**config.mk**
```make
export PLATFORM = sky130hd
export DESIGN_NAME = axi_read_block_flat
export DESIGN_NICKNAME = d
export VERILOG_FILES = /design/src/rtl/qspi_axi_pkg.sv /design/src/rtl/axi_read_block_if.sv /design/src/rtl/axi_read_block.sv /design/src/flat_wrapper.sv
export SDC_FILE = /design/constraint.sdc
export NUM_CORES = 1
export LEC_CHECK = 0
export ABC_AREA = 1
export CAP_MARGIN = 0
export CORE_MARGIN = 2
export CORE_UTILIZATION = 29
export DETAILED_ROUTE_END_ITERATION = 8
export GPL_ROUTABILITY_DRIVEN = 0
export PLACE_DENSITY = 0.53
export SLEW_MARGIN = 0
export SYNTH_ARGS = -nofsm -noshare
export SYNTH_HDL_FRONTEND = slang
export SYNTH_SLANG_ARGS = --single-unit
```
**constraint.sdc**
```tcl
create_clock -name clk -period 2.2 [get_ports clk]
set_input_delay 0.44 -clock clk [delete_from_list [all_inputs] [get_ports clk]]
set_output_delay 0.44 -clock clk [all_outputs]
set_load 0.02 [all_outputs]
```
**src/rtl/qspi_axi_pkg.sv**
```systemverilog
// qspi_axi_pkg: AXI4-lite definitions shared by the controller's read and write blocks.
//   RESP_*      : AXI response encodings
//   state_e     : transfer FSM states
//   WORD_BYTES  : byte stride between consecutive words
//   beat_count  : number of word beats needed to cover a byte length
package qspi_axi_pkg;

    localparam logic [1:0] RESP_OKAY   = 2'b00;
    localparam logic [1:0] RESP_EXOKAY = 2'b01;
    localparam logic [1:0] RESP_SLVERR = 2'b10;
    localparam logic [1:0] RESP_DECERR = 2'b11;

    localparam int WORD_BYTES = 4;

    typedef enum logic [1:0] {
        IDLE,
        ADDR,
        DATA,
        FIN
    } state_e;

    // Rounds up to whole words; the 17-bit sum keeps 16'hFFFF from wrapping.
    function automatic logic [15:0] beat_count(input logic [15:0] size);
        logic [16:0] s;
        s = {1'b0, size} + 17'd3;
        return {1'b0, s[16:2]};
    endfunction

endpackage

```
**src/rtl/axi_read_block_if.sv**
```systemverilog
// axi_read_block_if: AXI4-lite read channels (AR and R).
//   master : initiator side (drives araddr/arvalid/arprot/rready)
//   slave  : target side (drives arready/rdata/rresp/rvalid)
interface axi_read_block_if #(
    parameter int ADDR_W = 32,
    parameter int DATA_W = 32
);

    logic [ADDR_W-1:0] araddr;
    logic              arvalid;
    logic [2:0]        arprot;
    logic              arready;
    logic [DATA_W-1:0] rdata;
    logic [1:0]        rresp;
    logic              rvalid;
    logic              rready;

    modport master (
        output araddr, arvalid, arprot, rready,
        input  arready, rdata, rresp, rvalid
    );

    modport slave (
        input  araddr, arvalid, arprot, rready,
        output arready, rdata, rresp, rvalid
    );

endinterface

```
**src/rtl/axi_read_block.sv**
```systemverilog
// axi_read_block: AXI4-lite read initiator streaming consecutive words into a FIFO.
//   clk, rst_n          : clock, synchronous active-low reset
//   start               : one-cycle request, honoured only when idle
//   addr, transfer_size : start byte address (word aligned internally), length in bytes
//   bus                 : AXI4-lite AR/R channels, one read outstanding at a time
//   fifo_wdata/wr_en    : push port towards the TX FIFO, fifo_full back-pressures R
//   busy, done, error   : status; done/error are single-cycle pulses
module axi_read_block
    import qspi_axi_pkg::*;
#(
    parameter int ADDR_W = 32,
    parameter int DATA_W = 32
) (
    input  logic              clk,
    input  logic              rst_n,
    input  logic              start,
    input  logic [ADDR_W-1:0] addr,
    input  logic [15:0]       transfer_size,
    axi_read_block_if.master  bus,
    output logic [DATA_W-1:0] fifo_wdata,
    output logic              fifo_wr_en,
    input  logic              fifo_full,
    output logic              busy,
    output logic              done,
    output logic              error
);

    state_e            state_q, state_d;
    logic [ADDR_W-1:0] araddr_q, araddr_d;
    logic              arvalid_q, arvalid_d;
    logic [15:0]       remaining_q, remaining_d;
    logic              abort_q, abort_d;
    logic              busy_q, busy_d;
    logic              done_q, done_d;
    logic              error_q, error_d;
    logic [15:0]       beats;
    logic              r_accept;

    assign beats       = beat_count(transfer_size);
    assign bus.rready  = (state_q == DATA) && !fifo_full;
    assign r_accept    = bus.rvalid && bus.rready;
    assign fifo_wr_en  = r_accept && (bus.rresp == RESP_OKAY);
    assign fifo_wdata  = bus.rdata;
    assign bus.araddr  = araddr_q;
    assign bus.arvalid = arvalid_q;
    assign bus.arprot  = 3'b000;
    assign busy        = busy_q;
    assign done        = done_q;
    assign error       = error_q;

    always_comb begin
        state_d     = state_q;
        araddr_d    = araddr_q;
        arvalid_d   = arvalid_q;
        remaining_d = remaining_q;
        abort_d     = abort_q;
        busy_d      = busy_q;
        done_d      = 1'b0;
        error_d     = 1'b0;
        case (state_q)
            IDLE: begin
                if (start) begin
                    busy_d = 1'b1;
                    // A zero-length request still completes with a done pulse.
                    if (beats != 16'd0) begin
                        araddr_d    = addr & ~ADDR_W'(3);
                        remaining_d = beats;
                        arvalid_d   = 1'b1;
                        state_d     = ADDR;
                    end else begin
                        state_d = FIN;
                    end
                end
            end
            ADDR: begin
                if (bus.arready) begin
                    arvalid_d = 1'b0;
                    state_d   = DATA;
                end
            end
            DATA: begin
                if (r_accept) begin
                    if (bus.rresp == RESP_OKAY) begin
                        remaining_d = remaining_q - 16'd1;
                        if (remaining_q == 16'd1) begin
                            state_d = FIN;
                        end else begin
                            araddr_d  = araddr_q + ADDR_W'(WORD_BYTES);
                            arvalid_d = 1'b1;
                            state_d   = ADDR;
                        end
                    end else begin
                        abort_d = 1'b1;
                        state_d = FIN;
                    end
                end
            end
            FIN: begin
                done_d  = 1'b1;
                error_d = abort_q;
                busy_d  = 1'b0;
                abort_d = 1'b0;
                state_d = IDLE;
            end
            default: state_d = IDLE;
        endcase
    end

    always_ff @(posedge clk) begin
        if (!rst_n) begin
            state_q     <= IDLE;
            araddr_q    <= '0;
            arvalid_q   <= 1'b0;
            remaining_q <= '0;
            abort_q     <= 1'b0;
            busy_q      <= 1'b0;
            done_q      <= 1'b0;
            error_q     <= 1'b0;
        end else begin
            state_q     <= state_d;
            araddr_q    <= araddr_d;
            arvalid_q   <= arvalid_d;
            remaining_q <= remaining_d;
            abort_q     <= abort_d;
            busy_q      <= busy_d;
            done_q      <= done_d;
            error_q     <= error_d;
        end
    end

endmodule

```
**src/flat_wrapper.sv**
```systemverilog
// flat-port wrapper written by rule: the top's interface ports become plain ports
module axi_read_block_flat import qspi_axi_pkg::*;
#(
    parameter int ADDR_W = 32,
    parameter int DATA_W = 32
)
  (clk, rst_n, start, addr, transfer_size, fifo_wdata, fifo_wr_en, fifo_full, busy, done, error, bus_araddr, bus_arvalid, bus_arprot, bus_rready, bus_arready, bus_rdata, bus_rresp, bus_rvalid);
  axi_read_block_if #(.ADDR_W(ADDR_W), .DATA_W(DATA_W)) bus_i ();
  input  logic clk;
  input  logic rst_n;
  input  logic start;
  input  logic [ADDR_W-1:0] addr;
  input  logic [15:0] transfer_size;
  output logic [DATA_W-1:0] fifo_wdata;
  output logic fifo_wr_en;
  input  logic fifo_full;
  output logic busy;
  output logic done;
  output logic error;
  output wire logic [$bits(bus_i.araddr)-1:0] bus_araddr;
  output wire logic [$bits(bus_i.arvalid)-1:0] bus_arvalid;
  output wire logic [$bits(bus_i.arprot)-1:0] bus_arprot;
  output wire logic [$bits(bus_i.rready)-1:0] bus_rready;
  input wire logic [$bits(bus_i.arready)-1:0] bus_arready;
  input wire logic [$bits(bus_i.rdata)-1:0] bus_rdata;
  input wire logic [$bits(bus_i.rresp)-1:0] bus_rresp;
  input wire logic [$bits(bus_i.rvalid)-1:0] bus_rvalid;
  assign bus_araddr = bus_i.araddr;
  assign bus_arvalid = bus_i.arvalid;
  assign bus_arprot = bus_i.arprot;
  assign bus_rready = bus_i.rready;
  assign bus_i.arready = bus_arready;
  assign bus_i.rdata = bus_rdata;
  assign bus_i.rresp = bus_rresp;
  assign bus_i.rvalid = bus_rvalid;
  axi_read_block #(.ADDR_W(ADDR_W), .DATA_W(DATA_W)) u_core (.clk(clk), .rst_n(rst_n), .start(start), .addr(addr), .transfer_size(transfer_size), .bus(bus_i), .fifo_wdata(fifo_wdata), .fifo_wr_en(fifo_wr_en), .fifo_full(fifo_full), .busy(busy), .done(done), .error(error));
endmodule
```
==> results.json <==
{
  "coreArea_um2": 15100,
  "pwr_density_cell_nw_per_um2": 1130,
  "ctsHoldBuffers": 0,
  "fin_setup_tns_ns": 0,
  "path_clk_slew_ns": 0.07,
  "grt_pass1_vias": 4842,
  "synth_common_cells": "nand2_1, nor2_1, inv_1",
  "drc": 0,
  "cp_num_cells": 4,
  "path_class": "input port to output port",
  "root_buffer": "clkbuf_16",
  "cp-start-kind": "input port",
  "cp-endpoint": "bus_rready",
  "period_needed_ns": 2.15,
  "critPathMaxFanout": 2,
  "met3_usage_pct": 3.58,
  "synth-seq-cells": 53,
  "synth_flop_cell": "dfxtp_1",
  "p_sw_share_pct": 45.8,
  "wl_per_cell_um": 13.0,
  "preCtsSetupSlack_ns": -0.509,
  "cts_buffers": 5,
  "fin_util_pct": 42.0,
  "cp_data_arrival_time_ns": 1.71,
  "syn_area_um2": 4490,
  "cp_top_family": "buffers and inverters",
  "p_int_uw": 3900,
  "synthDominantCellAreaShare_pct": 23.6,
  "routed_wl_um": 14600,
  "clock_sinks": 53,
  "cts_buffer_depth": 2,
  "setup_viol": 0,
  "antenna_cells": 0,
  "crit_top_cell": "clkdlybuf4s50_1",
  "slowest_delay_ns": 0.59,
  "maxClockFrequency_mhz": 465,
  "pwr-share-clk_pct": 12.1,
  "timing.hold.ws_ns": 0.464,
  "drive_above_1_share_pct": 15.8,
  "synth_warnings": 0,
  "worstPathRequired_ns": 1.76,
  "period_share_pct": 97.8,
  "routed_via_density": 4.48,
  "slew_headroom_pct": 59.5,
  "reg2reg_depth": 14,
  "die_h_um": 128,
  "cp_num_buf_inv": 3,
  "synth_cell_types": 33,
  "rows": 45,
  "seqPwrFrac_pct": 22.9,
  "overflow": 0,
  "hold_depth": 2,
  "grt.busiest_layer": "met2",
  "cp-startpoint": "fifo_full",
  "track_usage_pct": 17.5,
  "syn2layout_area_growth_pct": 41.5,
  "end_kind": "output port",
  "syn_area_per_cell_um2": 5.57,
  "fin_area_um2": 6360,
  "met1_usage_pct": 21.8,
  "met2_usage_pct": 31.6,
  "fin_nets": 1022,
  "nFillCells": 1640,
  "antenna_found_initial": 0,
  "cts_tree": "yes",
  "synth_edf_count": 0,
  "syn_inst": 806,
  "start_util_pct": 29.7,
  "place_area_um2": 5800,
  "timing.rr.end": "u_core.bus.araddr[26]",
  "yosysTopAreaCell": "dfxtp_1",
  "clock_latency_ns": 0.30,
  "drt_iter0_drc": 254,
  "skew_ns": 0.00969,
  "yosysSeqAreaShare_pct": 23.6,
  "slowest_stage": "clkdlybuf4s50_1",
  "p_leak_uw": 0.00314,
  "dr.pass1.iters": 4,
  "hp-class": "flop to flop",
  "ff2ff_setup_slack_ns": 0.13,
  "yosys-top-cells-area": "dfxtp_1, nand2_1, nor2_1, inv_1, buf_4",
  "final_antenna_net_count": 0,
  "ios": 161,
  "setup_ws_ns": 0.0476,
  "switchingPower_uw": 3300,
  "die_w_um": 128,
  "dieArea_um2": 16500,
  "hpwl_um": 10400,
  "grt_max_degree": 56,
  "reg2reg_from": "u_core.state_q[1]",
  "combPwrFrac_pct": 65.1,
  "port_buffers": 89,
  "async_reset_ff_share_pct": 0,
  "status": "complete, no violations",
  "worst_pin_slew_ns": 0.608,
  "grt_pass1_wl_um": 23400,
  "clock_tree.htree_level_count": 2,
  "cp_cell_sequence": "clkdlybuf4s50_1, nor2_2, buf_4, clkdlybuf4s50_1",
  "synth_most_common_cell": "nand2_1",
  "num_vias": 5015,
  "cap_viol_max_count": 0,
  "report.final.slew_viol_count": 0,
  "hold_violations": 0,
  "irDropWorstVdd_mv": 0.580
}
## layout by cell type (no fill, tap or decap), types with 4 or more instances in the layout
cell               n
buf_12             5
xor2_1            21
nand2_1          258
inv_1            100
mux2i_1            5
clkbuf_16          6
nand3_1           38
dlygate4sd2_1     11
a31oi_1            4
nor3_1            19
clkdlybuf4s15_1    4
buf_4             79
o21ai_0           23
clkdlybuf4s50_1   71
nor2_4             8
conb_1             5
nor2_2            16
nand4_1           27
nand2_2           11
a21oi_1            8
dfxtp_1           52
nor2_1           121
## metal layers
layer | routed length, um | up-vias
met3 | 610 | 10
met1 | 6740 | 2214
met5 | 0 | -
met4 | 131 | 0
met2 | 7070 | 86
li1 | - | 2705
## worst min-delay path by stage
stage	from	slack [ns]	endpoint
floorplan	u_core.abort_q	0.44	u_core.abort_q
finish	u_core.abort_q	0.46	u_core.abort_q
global route	u_core.busy	0.48	u_core.busy
CTS	u_core.abort_q	0.47	u_core.abort_q
detailed placement	u_core.abort_q	0.45	u_core.abort_q
global placement	u_core.abort_q	0.45	u_core.abort_q
## cell families after synthesis
group	after synthesis	share of synthesized area, %
muxes	5	1.11
AOI/OAI and AO/OA	44	5.43
other	1	0.0835
adders and majority gates	3	0.836
xor gates and xnor gates	22	4.29
and+or+nand+nor	511	47.3
DFF	53	23.6
buffers and inverters	167	17.4
## state kept, by name (all words and copies together) (netlist names)
register,count
u_core.busy,1
u_core.remaining_q,16
u_core.abort_q,1
u_core.state_q,2
u_core.bus.araddr,30
u_core.bus.arvalid,1
u_core.error,1
u_core.done,1
## stage by stage
step                      power (uW)  instances
after floorplan                 4290        810
after global placement          5640       1093
after detailed placement        5660       1093
final                           7200       1120
after CTS                       7050       1115
after global routing            7840       1120
## power groups by stage
stage,logic [uW],clock network (uW),registers [uW]
3_5_place_dp,4000,0,1650
2_1_floorplan,2410,0,1880
3_3_place_gp,3980,0,1660
4_1_cts,4520,892,1640
6_report,4690,868,1650
5_1_grt,5220,921,1690
## worst min-delay path, stage by stage (launching register included)
cell and delay, ns:
dfxtp_1 0.31, nand2_1 0.06, a21oi_1 0.05
## repair_timing
item	in CTS	in global routing
buffers inserted	11	4
pin swaps	20	16
setup endpoints to repair	49	47
cloned	3	1
gates resized for setup	48	26
## cell type report
| cell class | instances | area (um^2) | area share, % |
|---|---|---|---|
| Multi-Input combinational cell | 590 | 2820 | 44.4 |
| Sequential cell | 53 | 1060 | 16.7 |
| Tap cell | 188 | 235 | 3.70 |
| Inverter | 103 | 387 | 6.08 |
| Timing Repair Buffer | 178 | 1690 | 26.6 |
| Clock buffer | 6 | 139 | 2.18 |
| Clock inverter | 2 | 17.5 | 0.276 |
No activity file was read; power rests on OpenSTA's default activity.
